`src/rtl/tdm_mux_pkg.sv`:
```
// Shared defaults and width helpers for the tdm_mux time-division multiplexer.
// The defaults reproduce the original two-input, single-bit, one-cycle-dwell mux.
package tdm_mux_pkg;

  localparam int DEF_WIDTH    = 1;
  localparam int DEF_CHANNELS = 2;
  localparam int DEF_DWELL    = 1;

  // Bits needed to index n items, never less than one so counters stay legal.
  function automatic int clog2_min1(input int n);
    int r;
    r = 0;
    for (int i = 0; i < 31; i++) begin
      if ((1 << i) < n) r = i + 1;
    end
    return (r < 1) ? 1 : r;
  endfunction

  localparam int DEF_SEL_W = clog2_min1(DEF_CHANNELS);
  localparam int DEF_CNT_W = clog2_min1(DEF_DWELL);

endpackage

```
`src/rtl/tdm_mux_next.sv`:
```
// Round-robin finder: first enabled channel after ptr in cyclic order, plus lowest enabled index.
// Purely combinational; an empty mask yields index 0 with any_enabled low.
module tdm_mux_next
  import tdm_mux_pkg::*;
#(
  parameter int CHANNELS = DEF_CHANNELS,
  parameter int SEL_W    = clog2_min1(CHANNELS)
) (
  input  logic [SEL_W-1:0]    ptr,
  input  logic [CHANNELS-1:0] mask,
  output logic [SEL_W-1:0]    next_idx,
  output logic                any_enabled,
  output logic [SEL_W-1:0]    lowest_idx
);

  logic [SEL_W-1:0] above_idx;
  logic             above_found;

  // Descending scan so the last hit is the lowest qualifying index.
  always_comb begin
    lowest_idx  = '0;
    above_idx   = '0;
    above_found = 1'b0;
    for (int i = CHANNELS - 1; i >= 0; i--) begin
      if (mask[i]) begin
        lowest_idx = SEL_W'(i);
        if (i > int'(ptr)) begin
          above_idx   = SEL_W'(i);
          above_found = 1'b1;
        end
      end
    end
  end

  assign any_enabled = |mask;
  assign next_idx    = above_found ? above_idx : lowest_idx;

endmodule

```
`src/rtl/tdm_mux.sv`:
```
// Round-robin TDM mux: each enabled channel owns dout for DWELL cycles; one-cycle registered latency.
// en low freezes the sequencer and drops valid; TDM_MUX_SAMPLE_HOLD_EN latches din once per slot.
module tdm_mux
  import tdm_mux_pkg::*;
#(
  parameter int WIDTH    = DEF_WIDTH,
  parameter int CHANNELS = DEF_CHANNELS,
  parameter int DWELL    = DEF_DWELL,
  localparam int SEL_W   = clog2_min1(CHANNELS),
  localparam int CNT_W   = clog2_min1(DWELL)
) (
  input  logic                      clk,
  input  logic                      rst,
  input  logic                      en,
  input  logic [CHANNELS*WIDTH-1:0] din,
  input  logic [CHANNELS-1:0]       mask,
  output logic [WIDTH-1:0]          dout,
  output logic [SEL_W-1:0]          sel,
  output logic                      valid,
  output logic                      frame_start
);

  logic [SEL_W-1:0] ptr;
  logic [CNT_W-1:0] cnt;
  logic [SEL_W-1:0] next_idx;
  logic [SEL_W-1:0] lowest_idx;
  logic             any_enabled;
  logic [WIDTH-1:0] ch [CHANNELS];
  logic             cnt_last;
  logic             slot_first;

  for (genvar k = 0; k < CHANNELS; k++) begin : g_unpack
    assign ch[k] = din[k*WIDTH +: WIDTH];
  end

  tdm_mux_next #(
    .CHANNELS (CHANNELS),
    .SEL_W    (SEL_W)
  ) u_next (
    .ptr         (ptr),
    .mask        (mask),
    .next_idx    (next_idx),
    .any_enabled (any_enabled),
    .lowest_idx  (lowest_idx)
  );

  assign cnt_last   = (cnt == CNT_W'(DWELL - 1));
  assign slot_first = (cnt == '0);

  always_ff @(posedge clk) begin
    if (rst) begin
      ptr         <= '0;
      cnt         <= '0;
      dout        <= '0;
      sel         <= '0;
      valid       <= 1'b0;
      frame_start <= 1'b0;
    end else if (en) begin
      if (cnt_last) begin
        cnt <= '0;
        ptr <= any_enabled ? next_idx : '0;
      end else begin
        cnt <= cnt + 1'b1;
      end
      sel         <= ptr;
      valid       <= mask[ptr];
      frame_start <= slot_first && mask[ptr] && (ptr == lowest_idx);
`ifdef TDM_MUX_SAMPLE_HOLD_EN
      if (slot_first) dout <= ch[ptr];
`else
      dout <= ch[ptr];
`endif
    end else begin
      valid       <= 1'b0;
      frame_start <= 1'b0;
    end
  end

endmodule

```
`config.mk`:
```
export PLATFORM = sky130hd
export DESIGN_NAME = tdm_mux
export DESIGN_NICKNAME = d
export VERILOG_FILES = /design/src/rtl/tdm_mux_pkg.sv /design/src/rtl/tdm_mux_next.sv /design/src/rtl/tdm_mux.sv
export SDC_FILE = /design/constraint.sdc
export NUM_CORES = 1
export LEC_CHECK = 0
export CAP_MARGIN = 25
export CELL_PAD_IN_SITES_DETAIL_PLACEMENT = 1
export CELL_PAD_IN_SITES_GLOBAL_PLACEMENT = 1
export CORE_AREA = 5 5 42 44
export CTS_BUF_LIST = sky130_fd_sc_hd__clkbuf_4 sky130_fd_sc_hd__clkbuf_8
export CTS_CLUSTER_DIAMETER = 200
export DETAILED_ROUTE_END_ITERATION = 7
export DIE_AREA = 0 0 47 49
export PLACE_DENSITY_LB_ADDON = 0.1
export SLEW_MARGIN = 40
export SYNTH_ARGS = -nofsm -noshare
export SYNTH_HDL_FRONTEND = slang
export SYNTH_SLANG_ARGS = --single-unit
```
`constraint.sdc`:
```
create_clock -name clk -period 1.15 [get_ports clk]
set_clock_uncertainty 0.05 [all_clocks]
set_input_delay 0.115 -clock clk [delete_from_list [all_inputs] [get_ports clk]]
set_output_delay 0.115 -clock clk [all_outputs]
set_load 0.01 [all_outputs]
```
Yosys cells after proc, flatten, opt, wreduce, memory -nomap -nowiden
Cells that the tools add are included.
{"block": "word_totals", "register_bits": 6, "output_inout_bits": 4}
{"block": "classes", "mux": 12, "eq_ne": 1, "n_reduce_logical": 5, "magnitude_cmp": 3, "bitwise": 3, "add_sub_neg": 1}
{"op": "2-to-1 mux 1 bit", "count": 12}
{"op": "OR reduction 2 bit", "count": 2}
{"op": ">= comparator 2 bit, second input constant", "count": 1}
{"op": "logical AND 1 bit", "count": 2}
{"op": "< comparator 1 x 2 -> 1 bit, second input constant", "count": 1}
{"op": "inverter 1 bit", "count": 2}
{"op": "inverter 1 -> 2 bit", "count": 1}
{"op": "AND reduction 2 bit", "count": 1}
{"op": "adder 1 bit, second input constant", "count": 1}
{"op": "== test 1 bit", "count": 1}
{"op": "> comparator 1 bit, first input constant", "count": 1}

Longest topological paths before layout
{"block": "logic_depth", "word_depth": 5, "depth_mapped": 3}

Cells and area by module
Synthesis repeated with hierarchy kept, for this count alone.
{"block": "unflattened", "cells_unflattened": 22, "hier_area_um2": 211.5}
{"mod": "tdm_mux", "instances": 1, "area_per_inst_um2": 191.4, "cells_per_inst": 19}
{"mod": "tdm_mux_next", "instances": 1, "area_per_inst_um2": 20.0, "cells_per_inst": 3}

Worst setup path before layout
OpenSTA, ideal clock, no wires.
{"block": "synth_timing", "kind": "register to register", "startpoint": "register ptr", "endpoint": "register dout", "path_stages_with_launch": 3, "setup_time_ps": 123, "path_slack_ps": 305, "n_path_buf": 0, "arrival_time_ps": 672, "synth_period_minus_slack_ps": 845, "cell_sequence": "dfxtp_1 mux2i_1 a211oi_2"}
{"block": "synth_via", "elab_chain_len": 4}
{"item": "from (decl)", "line": "tdm_mux.sv:23", "source": "logic [SEL_W-1:0] ptr;"}
{"item": "from (signal assigned)", "line": "tdm_mux.sv:61", "source": "ptr <= any_enabled ? next_idx : '0;"}
{"item": "inverter 1 -> 2 bit (implied by the code)", "line": "tdm_mux.sv:71", "source": "dout <= ch[ptr];"}
{"item": "2-to-1 mux 1 bit (implied by the code) (3 in series)", "line": "tdm_mux.sv:71"}
{"item": "to (signal assigned)", "line": "tdm_mux.sv:71"}
{"item": "to (decl)", "line": "tdm_mux.sv:17", "source": "output logic [WIDTH-1:0] dout,"}
Every way passes these cells. The select of a mux whose other input is x is not followed.
A chain may end at the register's enable or synchronous reset.

Worst setup path after layout
{"block": "layout_timing", "startpoint": "register sel", "endpoint": "output sel"}
{"item": "from (decl)", "line": "tdm_mux.sv:18", "source": "output logic [SEL_W-1:0] sel,"}
{"item": "from (signal assigned)", "line": "tdm_mux.sv:65", "source": "sel <= ptr;"}
No word-level cell between the ends.

==> results.toml <==
[placement]
dpl.cell_count = 48
io_buffers = 10
gp_congestion = 0.635
hpwl_um = 403

[clocking]
cts_tree = "yes"
cts_buffers = 3
insertion_delay_ns = 0.24
h-tree-depth = 1
clkTransAtPathRegs_ns = 0.04
post_cts_buffers = 0
cts_sinks = 5
cts_root_buf = "clkbuf_4"
clock_path_buffers = 2

[worst_setup_path]
path_cells = "dlygate4sd2_1"
cp_slowest_cell = "dfxtp_1"
critPathBufInv = 1
critPathCaptureType = "output port"
cp-startpoint = "sel$_SDFFE_PP0P_"
cp-start-kind = "flop"
cp_top_family = "flip-flops"
cp.arrival_ns = 0.83
cp.required_ns = 0.99
worstPathMaxFanout = 2
max_stage_delay_ns = 0.32
path_class = "reg -> out"
regToRegStartpoint = "ptr$_SDFFE_PP0P_"

[sta]
relSlewSlack_pct = 85.9
slew_violations = 0
hold_viol = 0
worst_slew_pin_slew_ns = 0.210
fmax_mhz = 1010
hold_ws_ns = 0.449
finalSetupViolations = 0
period_needed_ns = 0.992
grt_setup_unrepaired = "no"
finalCritPeriodShare_pct = 86.3

[global_routing]
grt.total_usage_pct = 5.49
grt_max_degree = 7
grt_pass1_vias = 211
antenna_found_initial = 0
grt_pass1_wl_um = 834
grt_overflow = 0

[floorplan]
die_w_um = 47
num_rows = 14
initial_core_util_pct = 14.1
dieArea_um2 = 2300
die_y_um = 49
ios = 11
core_area_um2 = 1400

[run]
max_cap_violations = 0

[cells_and_area]
n_fill_cell = 177
drive_gt1_share_pct = 22.2
antennaDiodeCount = 0
final_util_pct = 25.5
fin_cells = 52
final_cell_mix = "clkdlybuf4s50_1, dfxtp_1, clkbuf_4, dlygate4sd2_1, nor2_1"
nNetsFinal = 44
syn_to_final_growth_pct = 81.0
final_common_cell = "clkdlybuf4s50_1"

[yosys]
synth_area_um2 = 198
synthDistinctLibCells = 11
syn-num-nets = 27
yosys_warnings = 0
synth_area_leaders = "dfxtp_1, mux2i_1, a211oi_2"
synth_top_area_cell = "dfxtp_1"
synth_area_per_cell_um2 = 9.88
synth_top_area_share_pct = 50.6
synth_cells = 20
ys_seq_area_share_pct = 50.6
ys_ff_latch = 5

[pwr]
finalPower_uw = 482
p_leak_uw = 0.000154
powerDensity_nw_per_um2 = 1350
irDropWorstVdd_uv = 510

[routing]
viasPerCell = 3.73
drc = 0
routed_wl_um = 517
routedWlPerCell_um = 9.94
num_vias = 194
drt_iter0_drc = 0
drt-pass1-iter-count = 1
ant_nets = 0

[worst_hold_path]
hp-start = "mask[1]"
hold_class = "in -> reg"

[run_status]
status = "finished clean"
-- flip-flops by register name, summed over array words and instances (netlist names) --
| name | cells |
|---|---|
| dout | 1 |
| frame_start | 1 |
| ptr | 1 |
| sel | 1 |
| valid | 1 |
-- metrics by stage --
step                setup slack, ns  setup TNS, ns  instance area, um^2
floorplan                     0.305              0                  198
global placement            -0.0426        -0.0738                  333
detailed placement          -0.0313        -0.0600                  333
CTS                           0.134              0                  358
global route                  0.106              0                  358
finish                        0.158              0                  358
-- kinds of logic after synthesis --
family	share of synthesized area, %
and+or+nand+nor	22.2
DFF	50.6
muxes	10.1
AOI/OAI and AO/OA	17.1
-- timing repair --
action,in CTS,in global routing
endpoints found under the setup margin,4,0
gates resized for setup,4,0
hold buffers,0,0
-- routing by layer --
metal | track usage (%) | up-vias | wire length (um)
li1 | - | 100 | -
met1 | 4.84 | 85 | 182
met2 | 7.92 | 9 | 275
met3 | 5.54 | 0 | 59
met4 | 2.76 | 0 | 0
met5 | 0 | - | 0
-- cells in the mapped netlist --
| cell type | n |
|---|---|
| nand3_1 | 1 |
| nand2b_1 | 2 |
| mux2i_1 | 2 |
| nand2_1 | 2 |
| or2b_1 | 1 |
| nor2_1 | 3 |
| o21a_1 | 1 |
| dfxtp_1 | 5 |
| a21oi_1 | 1 |
| a211oi_2 | 1 |
| a21oi_2 | 1 |
-- power breakdown --
group | switching (uW) | total [uW] | internal (uW) | leakage [uW]
registers | 5.12 | 188 | 183 | 0.0000411
logic | 25.6 | 66.8 | 41.2 | 0.0000950
clock network | 72.4 | 227 | 155 | 0.0000184
-- final timing paths --
check | slack, ns | cells after the start | to
max | 0.16 | 1 | sel
min | 0.45 | 3 | ptr$_SDFFE_PP0P_
max reg2reg | 0.24 | 2 | dout$_SDFFE_PP0P_
min reg2reg | 0.45 | 2 | sel$_SDFFE_PP0P_
-- area by class of cell --
cell class / count / area, um^2 / area share [%]
Multi-Input combinational cell: 15 / 97.6 / 27.3
Tap cell: 16 / 20.0 / 5.59
Sequential cell: 5 / 100 / 28.0
Timing Repair Buffer: 12 / 110 / 30.8
Clock buffer: 4 / 30.0 / 8.39
No activity file was read; power rests on OpenSTA's default activity.
==> RTL change: new RTL, same settings <==
`DEF_CHANNELS`: 2 -> 4.
--- a/src/rtl/tdm_mux_pkg.sv
+++ b/src/rtl/tdm_mux_pkg.sv
@@ -4,5 +4,5 @@
 
   localparam int DEF_WIDTH    = 1;
-  localparam int DEF_CHANNELS = 2;
+  localparam int DEF_CHANNELS = 4;
   localparam int DEF_DWELL    = 1;
 
Interface: changed (resized din, mask and sel); port bits go from 11 to 16. The function was not compared with the original's and may differ.
==> RTL change against the original RTL <==
The run now ends with negative setup slack left; cell count increased by 71%; synthesized area increased by 110%; critical path depth increased by 2; worst hold slack got worse by 0.058 ns; clock power increased by 2%; sequential cell count increased by 2; cell area increased by 90%; routed wire length increased by 140%; total power increased by 43%; largest power group is now sequential cells; worst setup slack got worse by 0.32 ns.
==> RTL change: results (changes against the original RTL) <==
stage;metric;value;unit;change
route;DRT iter0 DRCs;3;;+3
setup_path;Max stage delay cell, worst path;mux4_2;;
route;Via-to-Cell Ratio;4.96;;+33%
power;leak pwr;0.315;nW;+100%
timing;Max-Slew Margin vs Limit;83.8;%;-2.2 points
grt;total track usage;13.1;%;+7.6 points
clocking;Skew-Pair Late Insertion Delay;0.26;ns;+0.02 ns
grt;GR Util met1;15.6;%;+11 points
grt;largest net degree at the start of global routing;9;;+2
clocking;post-CTS sizing;7;;+3
timing;# setup viols final;4;;+4
power;Flop pwr share;39.3;%;+0.3 points
timing;Setup WS post-layout;-0.159;ns;-0.317 ns
run_status;violated checks;negative setup slack;;
setup_path;Crit Path Max Fanout;4;;+2
setup_path;crit-path max cell delay;0.48;ns;+0.16 ns
power;Worst VDD drop;551;µV;+8.0%
setup_path;R2R Path Start;ptr[0];;
worst_hold_path;min-delay src;mask[2];;
synthesis;ranking of synthesized cells by area;dfxtp_1 33%, mux4_2 11%, mux2i_1 7.1%, nor2_1 7.1%, nand2b_1 6.0%;;
synthesis;synth cell count leaders;8 x nor2_1, 7 x dfxtp_1, 4 x a21oi_1, 4 x nand2b_1;;
synthesis;library cells used by synthesis;20;;+9
route;Met3 Routed Length;101;µm;+71%
grt;met2 GRT Util;19.7;%;+12 points
route;first drt pass iteration count;4;;+3
run_status;status;complete, but fails checks;;
setup_path;Worst EP arrival;1.41;ns;+0.58 ns
grt;met3 Usage GRT;8.12;%;+2.6 points
placement;post-detail-place hpwl;947;µm;+140%
grt;vias in the first global route;472;;+120%
synthesis;Post-Syn Nets;58;;+110%
synthesis;register area share after synthesis;33.3;%;-17 points
finish;layout cells sized above 1;26.0;%;+3.8 points
route;detailed-route via count;441;;+130%
setup_path;r2r worst-path depth;3;;+1
power;P_int;0.000500;W;+32%
route;met1 wire length;520;µm;+190%
setup_path;CP delay by family, top;multiplexers;;
placement;Post-Place Worst Slack;-0.333;ns;-0.302 ns
finish;Filler cells;180;;+1.7%
clocking;Clock transition at path regs;0.06;ns;+0.02 ns
route;drt wl/cell;13.7;µm;+38%
timing;setup TNS;-0.322;ns;-0.322 ns
worst_hold_path;Hold Path End;valid;;
placement;routability cong.;0.724;;+14%
RTL change: changes by cell type in the layout (fill, tap and decap cells not counted), sizes merged, moves of 3 or more:
cell	delta
buf	+8
clkdlybuf4s50	+3
nor2	+5
nor2b	+3
RTL change: cells by family after synthesis:
group	count (synthesis)	share of synthesized area, %
AOI/OAI and AO/OA	10	14.6
and+or+nand+nor	21	26.5
DFF	7	33.3
muxes	6	20.5
buffers and inverters	3	5.06
RTL change: per-stage QoR:
step,hold slack [ns],util (%),area (µm²),power (W)
5_1_grt,0.420,48.5,679,0.000746
3_5_place_dp,0.437,46.1,646,0.000466
2_1_floorplan,0.127,-,422,0.000363
4_1_cts,0.461,48.3,677,0.000702
3_3_place_gp,0.439,46.1,646,0.000465
6_report,0.391,48.5,679,0.000689
RTL change: layout make-up:
type                    instances  area (µm²)  area share [%]
multi-input cells              37         267            39.2
repair buffers                 25         221            32.6
flip-flops and latches          7         144            21.2
clock buffers                   3        22.5            3.31
well taps                      16        20.0            2.95
clock inverters                 1        5.00           0.737
